File: config.mk
export PLATFORM = sky130hd
export DESIGN_NAME = systolic_array_ctrl
export DESIGN_NICKNAME = d
export VERILOG_FILES = /design/src/rtl/sa_ctrl_pkg.sv /design/src/rtl/sa_phase_counter.sv /design/src/rtl/systolic_array_ctrl.sv
export SDC_FILE = /design/constraint.sdc
export NUM_CORES = 1
export LEC_CHECK = 0
export CORE_ASPECT_RATIO = 1.75
export CORE_MARGIN = 2
export CORE_UTILIZATION = 41
export DETAILED_ROUTE_END_ITERATION = 6
export PLACE_DENSITY = 0.76
export SETUP_SLACK_MARGIN = 0.5
export SYNTH_ARGS = -nofsm -noshare
export SYNTH_HDL_FRONTEND = slang
export SYNTH_SLANG_ARGS = --single-unit
File: constraint.sdc
create_clock -name clk -period 2.1 [get_ports clk]
set_clock_uncertainty 0.05 [all_clocks]
set_input_delay 0.42 -clock clk [delete_from_list [all_inputs] [get_ports clk]]
set_output_delay 0.42 -clock clk [all_outputs]
set_load 0.02 [all_outputs]
File: src/rtl/sa_ctrl_pkg.sv
// Shared encoding and helpers for the systolic array controller and datapath.
// Phase lengths are window sizes modulo the SRAM bank depth.
package sa_ctrl_pkg;

  localparam int LOG2_SRAM_BANK_DEPTH = 5;
  localparam int CNT_WIDTH            = LOG2_SRAM_BANK_DEPTH + 1;
  localparam int CTRL_WIDTH           = 4;

  localparam logic [1:0] IDLE   = 2'd0;
  localparam logic [1:0] WARMUP = 2'd1;
  localparam logic [1:0] STEADY = 2'd2;
  localparam logic [1:0] DRAIN  = 2'd3;

  typedef enum logic [1:0] {
    ST_IDLE   = IDLE,
    ST_WARMUP = WARMUP,
    ST_STEADY = STEADY,
    ST_DRAIN  = DRAIN
  } state_e;

  function automatic int drain_cycles(input int num_row, input int num_col);
    return num_row + num_col - 1;
  endfunction

  // end < start wraps through the top of the bank; start == end + 1 is a full bank.
  function automatic logic [CNT_WIDTH-1:0] win_len(
    input logic [LOG2_SRAM_BANK_DEPTH-1:0] start_addr,
    input logic [LOG2_SRAM_BANK_DEPTH-1:0] end_addr
  );
    logic [LOG2_SRAM_BANK_DEPTH-1:0] diff;
    diff = end_addr - start_addr;
    return CNT_WIDTH'(diff) + CNT_WIDTH'(1);
  endfunction

endpackage

File: src/rtl/sa_phase_counter.sv
// Phase down-counter: load, decrement (saturating at zero), clear, zero flag.
module sa_phase_counter #(
  parameter int CNT_WIDTH = 6
) (
  input  logic                 clk,
  input  logic                 rst,
  input  logic                 load,
  input  logic [CNT_WIDTH-1:0] load_val,
  input  logic                 dec,
  input  logic                 clr,
  output logic [CNT_WIDTH-1:0] cnt,
  output logic                 zero
);

  always_ff @(posedge clk or posedge rst) begin
    if (rst) begin
      cnt <= '0;
    end else if (clr) begin
      cnt <= '0;
    end else if (load) begin
      cnt <= load_val;
    end else if (dec && (cnt != '0)) begin
      cnt <= cnt - CNT_WIDTH'(1);
    end
  end

  assign zero = (cnt == '0);

endmodule

File: src/rtl/systolic_array_ctrl.sv
// Phase sequencer for systolic_array_top: accepts one tile command, walks
// WARMUP/STEADY/DRAIN with exact lengths, and reports done or aborted.
module systolic_array_ctrl #(
  parameter int NUM_ROW              = 4,
  parameter int NUM_COL              = 4,
  parameter int LOG2_SRAM_BANK_DEPTH = 5,
  parameter int CTRL_WIDTH           = 4,
  parameter int CNT_WIDTH            = LOG2_SRAM_BANK_DEPTH + 1
) (
  input  logic                            clk,
  input  logic                            rst,
  input  logic                            i_cmd_valid,
  output logic                            o_cmd_ready,
  input  logic [LOG2_SRAM_BANK_DEPTH-1:0] i_top_start_addr,
  input  logic [LOG2_SRAM_BANK_DEPTH-1:0] i_top_end_addr,
  input  logic [LOG2_SRAM_BANK_DEPTH-1:0] i_left_start_addr,
  input  logic [LOG2_SRAM_BANK_DEPTH-1:0] i_left_end_addr,
  input  logic [LOG2_SRAM_BANK_DEPTH-1:0] i_down_start_addr,
  input  logic [LOG2_SRAM_BANK_DEPTH-1:0] i_down_end_addr,
  input  logic                            i_abort,
  output logic [CTRL_WIDTH-1:0]           o_ctrl_state,
  output logic [LOG2_SRAM_BANK_DEPTH-1:0] o_top_sram_rd_start_addr,
  output logic [LOG2_SRAM_BANK_DEPTH-1:0] o_top_sram_rd_end_addr,
  output logic [LOG2_SRAM_BANK_DEPTH-1:0] o_left_sram_rd_start_addr,
  output logic [LOG2_SRAM_BANK_DEPTH-1:0] o_left_sram_rd_end_addr,
  output logic [LOG2_SRAM_BANK_DEPTH-1:0] o_down_sram_rd_start_addr,
  output logic [LOG2_SRAM_BANK_DEPTH-1:0] o_down_sram_rd_end_addr,
  output logic                            o_busy,
  output logic                            o_done,
  output logic                            o_aborted
);

  import sa_ctrl_pkg::state_e;
  import sa_ctrl_pkg::ST_IDLE;
  import sa_ctrl_pkg::ST_WARMUP;
  import sa_ctrl_pkg::ST_STEADY;
  import sa_ctrl_pkg::ST_DRAIN;
  import sa_ctrl_pkg::win_len;
  import sa_ctrl_pkg::drain_cycles;

  localparam logic [CNT_WIDTH-1:0] DRAIN_LOAD = CNT_WIDTH'(drain_cycles(NUM_ROW, NUM_COL) - 1);

  state_e               state;
  logic                 accept;
  logic                 cnt_load;
  logic                 cnt_dec;
  logic                 cnt_clr;
  logic [CNT_WIDTH-1:0] cnt_val;
  logic [CNT_WIDTH-1:0] cnt;
  logic                 cnt_zero;

  assign accept       = (state == ST_IDLE) && i_cmd_valid && o_cmd_ready;
  assign o_ctrl_state = {{(CTRL_WIDTH-2){1'b0}}, state};

  // Counters hold len-1 so a phase leaves on the edge where the count reads zero.
  always_comb begin
    cnt_load = 1'b0;
    cnt_dec  = 1'b0;
    cnt_clr  = 1'b0;
    cnt_val  = '0;
    if (accept) begin
      cnt_load = 1'b1;
      cnt_val  = win_len(i_top_start_addr, i_top_end_addr) - CNT_WIDTH'(1);
    end else if (state != ST_IDLE) begin
      if (i_abort) begin
        cnt_clr = 1'b1;
      end else if (cnt_zero) begin
        case (state)
          ST_WARMUP: begin
            cnt_load = 1'b1;
            cnt_val  = win_len(o_left_sram_rd_start_addr, o_left_sram_rd_end_addr) - CNT_WIDTH'(1);
          end
          ST_STEADY: begin
            cnt_load = 1'b1;
            cnt_val  = DRAIN_LOAD;
          end
          default: ;
        endcase
      end else begin
        cnt_dec = 1'b1;
      end
    end
  end

  sa_phase_counter #(.CNT_WIDTH(CNT_WIDTH)) u_phase_counter (
    .clk      (clk),
    .rst      (rst),
    .load     (cnt_load),
    .load_val (cnt_val),
    .dec      (cnt_dec),
    .clr      (cnt_clr),
    .cnt      (cnt),
    .zero     (cnt_zero)
  );

  always_ff @(posedge clk or posedge rst) begin
    if (rst) begin
      state                     <= ST_IDLE;
      o_cmd_ready               <= 1'b0;
      o_busy                    <= 1'b0;
      o_done                    <= 1'b0;
      o_aborted                 <= 1'b0;
      o_top_sram_rd_start_addr  <= '0;
      o_top_sram_rd_end_addr    <= '0;
      o_left_sram_rd_start_addr <= '0;
      o_left_sram_rd_end_addr   <= '0;
      o_down_sram_rd_start_addr <= '0;
      o_down_sram_rd_end_addr   <= '0;
    end else begin
      o_done    <= 1'b0;
      o_aborted <= 1'b0;
      case (state)
        ST_IDLE: begin
          if (accept) begin
            state                     <= ST_WARMUP;
            o_busy                    <= 1'b1;
            o_cmd_ready               <= 1'b0;
            o_top_sram_rd_start_addr  <= i_top_start_addr;
            o_top_sram_rd_end_addr    <= i_top_end_addr;
            o_left_sram_rd_start_addr <= i_left_start_addr;
            o_left_sram_rd_end_addr   <= i_left_end_addr;
            o_down_sram_rd_start_addr <= i_down_start_addr;
            o_down_sram_rd_end_addr   <= i_down_end_addr;
          end else begin
            o_cmd_ready <= 1'b1;
          end
        end
        default: begin
          if (i_abort) begin
            state       <= ST_IDLE;
            o_busy      <= 1'b0;
            o_cmd_ready <= 1'b1;
            o_aborted   <= 1'b1;
          end else if (cnt_zero) begin
            case (state)
              ST_WARMUP: state <= ST_STEADY;
              ST_STEADY: state <= ST_DRAIN;
              default: begin
                state       <= ST_IDLE;
                o_busy      <= 1'b0;
                o_cmd_ready <= 1'b1;
                o_done      <= 1'b1;
              end
            endcase
          end
        end
      endcase
    end
  end

endmodule
======== After elaboration in Yosys (flattened, before gate mapping) ========
Index checks and enable logic that the tools add are counted.
Widths: inputs -> output; s select.
storage, ports and cells
  register bits ........................... 42
  word-level logic and storage cells ...... 77
  input port bits ......................... 34
  output and inout bits ................... 38
operators by class
  mux-type cells .......................... 40
  add/sub/neg operators ................... 7
  reduce and logical (&&, ||, !) cells .... 14
  eq/ne operators ......................... 4
operator list
  cell                 number
  $mux 6               7
  $mux 1               27
  $sub 6x1->6 const B  3
  $add 5x1->6 const B  2
  $pmux 6 s2           1
  $sub 5x5->5          2
  $mux 2               4
  $logic_not 6->1      1
  $reduce_and 2->1     3
  $reduce_bool 3->1    2
  $reduce_bool 6->1    1
  $pmux 2 s2           1
  $logic_and 1x1->1    3
  $ne 3x1->1 const B   1
  $reduce_and 3->1     1
  $eq 2x1->1 const B   1
  $eq 2x2->1 const B   1
  $logic_not 2->1      1
  $ne 2x2->1 const B   1
  $reduce_bool 2->1    1
  $reduce_or 2->1      1

======== Longest topological paths before layout ========
  depth in word-level cells ............... 10
  mapped depth ............................ 9
  depth with buffers taken out ............ 9

======== Hierarchy ========
From an unflattened synthesis, not the netlist that was laid out.
unflattened totals
  cell total of the unflattened synthesis .. 256
  area, all modules ....................... 2289.7 um2
modules (own cells, without submodules)
  module               instances  cells each  seq. area each (um2)  area an instance (um2)
  systolic_array_ctrl  1          203         900.9                 1841.8
  sa_phase_counter     1          53          150.1                 447.9

======== Worst setup path after synthesis ========
Ideal clock, no wire load.
  path kind ............................... register -> register
  start ................................... register o_left_sram_rd_end_addr[0]
  end ..................................... register u_phase_counter.cnt[4]
  data arrival time ....................... 1.852 ns
  clock period less this slack ............ 1.995 ns
  data required time ...................... 1.956 ns
  setup time .............................. 0.094 ns
  buffers on the path ..................... 0
  stages on the path, launching flop included .. 10
  slack ................................... 0.105 ns
  cells stage by stage .................... dfrtp_1 > inv_1 > ha_1 > inv_1 > fa_1 > a21o_1 > a21oi_1 > xnor2_1 > nand3_2 > a211oi_1
between the ends
  longest elaborated chain between the ends .. 10
ends and longest elaborated chain
  element                 line                        RTL
  start, declared         systolic_array_ctrl.sv:25   output logic [LOG2_SRAM_BANK_DEPTH-1:0] o_left_sram_rd_end_addr,
  start signal, assigned  systolic_array_ctrl.sv:121  o_left_sram_rd_end_addr <= i_left_end_addr;
  $sub 5x5->5             sa_ctrl_pkg.sv:31           diff = end_addr - start_addr;
  $add 5x1->6             sa_ctrl_pkg.sv:32           return CNT_WIDTH'(diff) + CNT_WIDTH'(1);
  $sub 6x1->6             systolic_array_ctrl.sv:71   cnt_val = win_len(o_left_sram_rd_start_addr, o_left_sram_rd_end_addr) - CNT_WIDTH'(1);
  $pmux 6 s2              systolic_array_ctrl.sv:68   case (state)
  $mux 6                  systolic_array_ctrl.sv:67   end else if (cnt_zero) begin
  $mux 6                  systolic_array_ctrl.sv:65   if (i_abort) begin
  $mux 6                  systolic_array_ctrl.sv:64   end else if (state != ST_IDLE) begin
  $mux 6                  systolic_array_ctrl.sv:61   if (accept) begin
  $mux 6                  sa_phase_counter.sv:20      end else if (load) begin
  $mux 6                  sa_phase_counter.sv:18      end else if (clr) begin
  end signal, assigned    sa_phase_counter.sv:21      cnt <= load_val;
  end signal, assigned    sa_phase_counter.sv:23      cnt <= cnt - CNT_WIDTH'(1);
  end, declared           sa_phase_counter.sv:11      output logic [CNT_WIDTH-1:0] cnt,
Every way passes these cells.
A chain may end at the register's enable or synchronous reset.

======== Worst setup path in the final report ========
  start ................................... register u_phase_counter.cnt[0]
  end ..................................... register u_phase_counter.cnt[4]
between the ends
  longest elaborated chain between the ends .. 7
  elaborated cells on any way between the ends .. 20
  those cells by class .................... 1 x add/sub; 15 x mux; 4 x reduce/logical
ends and longest elaborated chain
  element
  branches (longest 7 deep; another with $sub 6x1->6)
Several ways; the timed one is not identified. The select of a mux whose other input is x is not followed.

==> flow_summary.toml <==
[status]
run_status = "completed"

[synth]
yosysTopAreaCell = "dfrtp_1"
post_synth.cell_area_avg_sq_um = 8.83
synth_warnings = 0
synth-seq-area-share_pct = 48.2
postSynth.topFlopCell = "dfrtp_1"
synth-seq-cells = 42
synth-async-reset-ratio_pct = 100
yosysUniqueCellTypes = 40
synthTopCellsByArea = "dfrtp_1 (48%), nand2_1 (14%), ha_1 (6.9%), o21ai_0 (3.0%), inv_1 (2.9%)"
post-synth-top-area-fraction_pct = 48.2
yosysMostFrequentCell = "nand2_1"
synth.top_cells.by_count = "nand2_1 (82), dfrtp_1 (42), inv_1 (17)"
synth_edf_count = 0
syn_area_sq_um = 2180
postSynthCellCount = 247

[detailed_routing]
wl_met3_um = 186
post_drt_via_cell_ratio = 5.12
routed-via-count = 2002
detailedRoute.firstIterationViolations = 46
wl_met1_um = 2110
dr.pass1.iters = 4
routedWlPerCell_um = 14.6
drtAntennaViolNets = 0
met2RoutedLength_um = 3180
routed_wirelength_um = 5730
highest-signal-layer = "met4"
drc_errors = 0

[clock_tree]
cts_inserted_buffers = 5
clk_pin_slew_worst_paths_ns = 0.08
cts_max_path_buffers = 2
tritoncts = "yes"
cts-hold-fix-buffers = 0
htree_levels = 2
clock_insertion_delay_worst_skew_ns = 0.29
cts_sinks = 42
clock-root-buffer = "clkbuf_8"

[critical_path]
timing.critical_path.fanout_max = 4
worstPathRequired_ns = 2.27
worstSetupEndpointType = "register"
reg2reg_slack_ns = 0.19
timing.critical_path.to = "u_phase_counter.cnt[4]"
critical_path_class = "reg2reg"
worstSetupStartpoint = "u_phase_counter.cnt[0]"
cp.arrival_ns = 2.07
timing.reg2reg.worst_path_depth = 7
r2r-end = "u_phase_counter.cnt[4]"
start_kind = "register"
timing.rr.start = "u_phase_counter.cnt[0]"

[placement]
io_buffer_count = 69
placement.cell_area_sq_um = 3040
place_inst = 374
place_congestion = 0.888
place_hpwl_um = 4170

[sta]
min_period_over_period_pct = 90.7
finalHoldViolCount = 0
grt_setup_unrepaired = "yes"
sum_of_negative_setup_slack_ns = 0
fmax_mhz = 525
setup_viol = 0
final.min_clock_period_ns = 1.91
slew_violations = 0

[layout]
area.growth.synth_to_final_pct = 50.3
fin_nets = 383
post_route_cells_drive_above_1_share_pct = 18.5
final_cells = 391
postLayoutCellArea_sq_um = 3280
antenna_cells = 0

[global_route]
number_of_global_route_vias_before_repair = 2047
grt_overflow_total = 0
grt_pass1_wl_um = 9320
grt_usage_pct = 20.6
grt_start_max_net_pins = 43
number_of_antenna_violations_at_the_first_check_in_global_routing = 0

[power]
power.density_cell_area_nw_per_um2 = 1500
total_power_mw = 4.93
power_frac_seq_pct = 29.1
p_leak_nw = 1.62
power.share.switching_pct = 44.5
clkPwrFrac_pct = 10.9
switching_power_summed_over_all_nets_mw = 2.20
ir_worst_vdd_v = 0.000750
p_comb_share_pct = 60.0
power.internal_mw = 2.74

[floorplan]
floorplan.rows = 35
floorplan.io_pins = 72
core_area_sq_um = 5210
start_util_pct = 41.8
die_height_um = 100
floorplan.die.width_um = 59.1
fp.dieArea_sq_um = 5940

[run]
reported_max_cap_violation_count = 0

[min_path]
holdCritPathClass = "in2async"
layout by cell type, fill, tap and decap left out, drive strengths merged, types with 3 or more instances in the layout:
master,netlist,routed
nand2,82,82
dfrtp,42,42
dlygate4sd2,0,38
clkdlybuf4s50,0,30
buf,2,20
inv,18,17
o21ai,17,17
ha,12,12
a21oi,11,11
clkbuf,8,8
nor2,8,8
nor3,6,6
a21o,5,5
xnor2,5,5
nand3,3,3
kinds of logic after synthesis:
group,count (synthesis),synth area share [%]
fa+ha+maj,14,8.72
other cells,1,0.172
xor+xnor,7,2.81
compound gates,44,12.2
buf+inv,28,5.16
flops,42,48.2
simple gates,111,22.8
how the worst min path moves through the flow:
| stage | end | slack (ns) | cells after the start |
|---|---|---|---|
| 3_3_place_gp | o_down_sram_rd_start_addr[2] | 0.41 | 2 |
| 6_report | o_left_sram_rd_start_addr[1] | 0.40 | 3 |
| 3_5_place_dp | o_down_sram_rd_start_addr[0] | 0.42 | 2 |
| 4_1_cts | o_left_sram_rd_start_addr[1] | 0.41 | 3 |
| 5_1_grt | o_left_sram_rd_start_addr[1] | 0.43 | 3 |
| 2_1_floorplan | u_phase_counter.cnt[1] | 0.44 | 2 |
through the flow:
stage                     hold WS, ns  setup slack [ns]  util, %
after floorplan                 0.438             0.178        -
after global placement          0.408            -0.277     58.3
after detailed placement        0.416            -0.311     58.3
after CTS                       0.415             0.195     61.1
after global routing            0.435            0.0812     62.9
final                           0.401             0.195     62.9
power by group through the flow:
stage	combinational, mW	sequential, mW	clock, mW
detailed placement	2.80	1.46	0
global route	3.25	1.49	0.591
global placement	2.75	1.44	0
CTS	2.77	1.43	0.555
floorplan	1.30	1.82	0
finish	2.96	1.44	0.539
registers in the layout, summed over array words and instances, names as in the netlist, 2 cells and up:
signal / flops
o_left_sram_rd_start_addr: 5
o_top_sram_rd_end_addr: 5
state: 2
o_top_sram_rd_start_addr: 5
u_phase_counter.cnt: 6
o_down_sram_rd_end_addr: 5
o_down_sram_rd_start_addr: 5
o_left_sram_rd_end_addr: 5
area by class of cell:
class                      count  area, sq um
clock inverter                 1         5.00
clock buffer                   7         86.3
timing repair buffer          90          855
tap                           55         68.8
inverter                      18         67.6
sequential                    42         1060
multi-input combinational    178         1140
fill                         444         1930
timing repair:
action | 4_1_cts | 5_1_grt
cloned | 0 | 1
setup endpoints to repair | 77 | 43
pin swaps | 14 | 8
buffers inserted | 6 | 2
gates resized for setup | 58 | 12
metal layers:
metal | up-vias | global-route usage [%]
li1 | 980 | -
met1 | 944 | 23.1
met2 | 56 | 35.8
met3 | 22 | 3.21
met4 | 0 | 11.7
met5 | - | 0
critical path, stage by stage (launching register included):
cell	delay [ns]
dfrtp_1	0.40
inv_1	0.06
ha_2	0.17
or3b_4	0.42
nor3_4	0.19
and3_4	0.25
nand3_2	0.10
a211oi_2	0.19
Power figures use the tool's default switching activity.
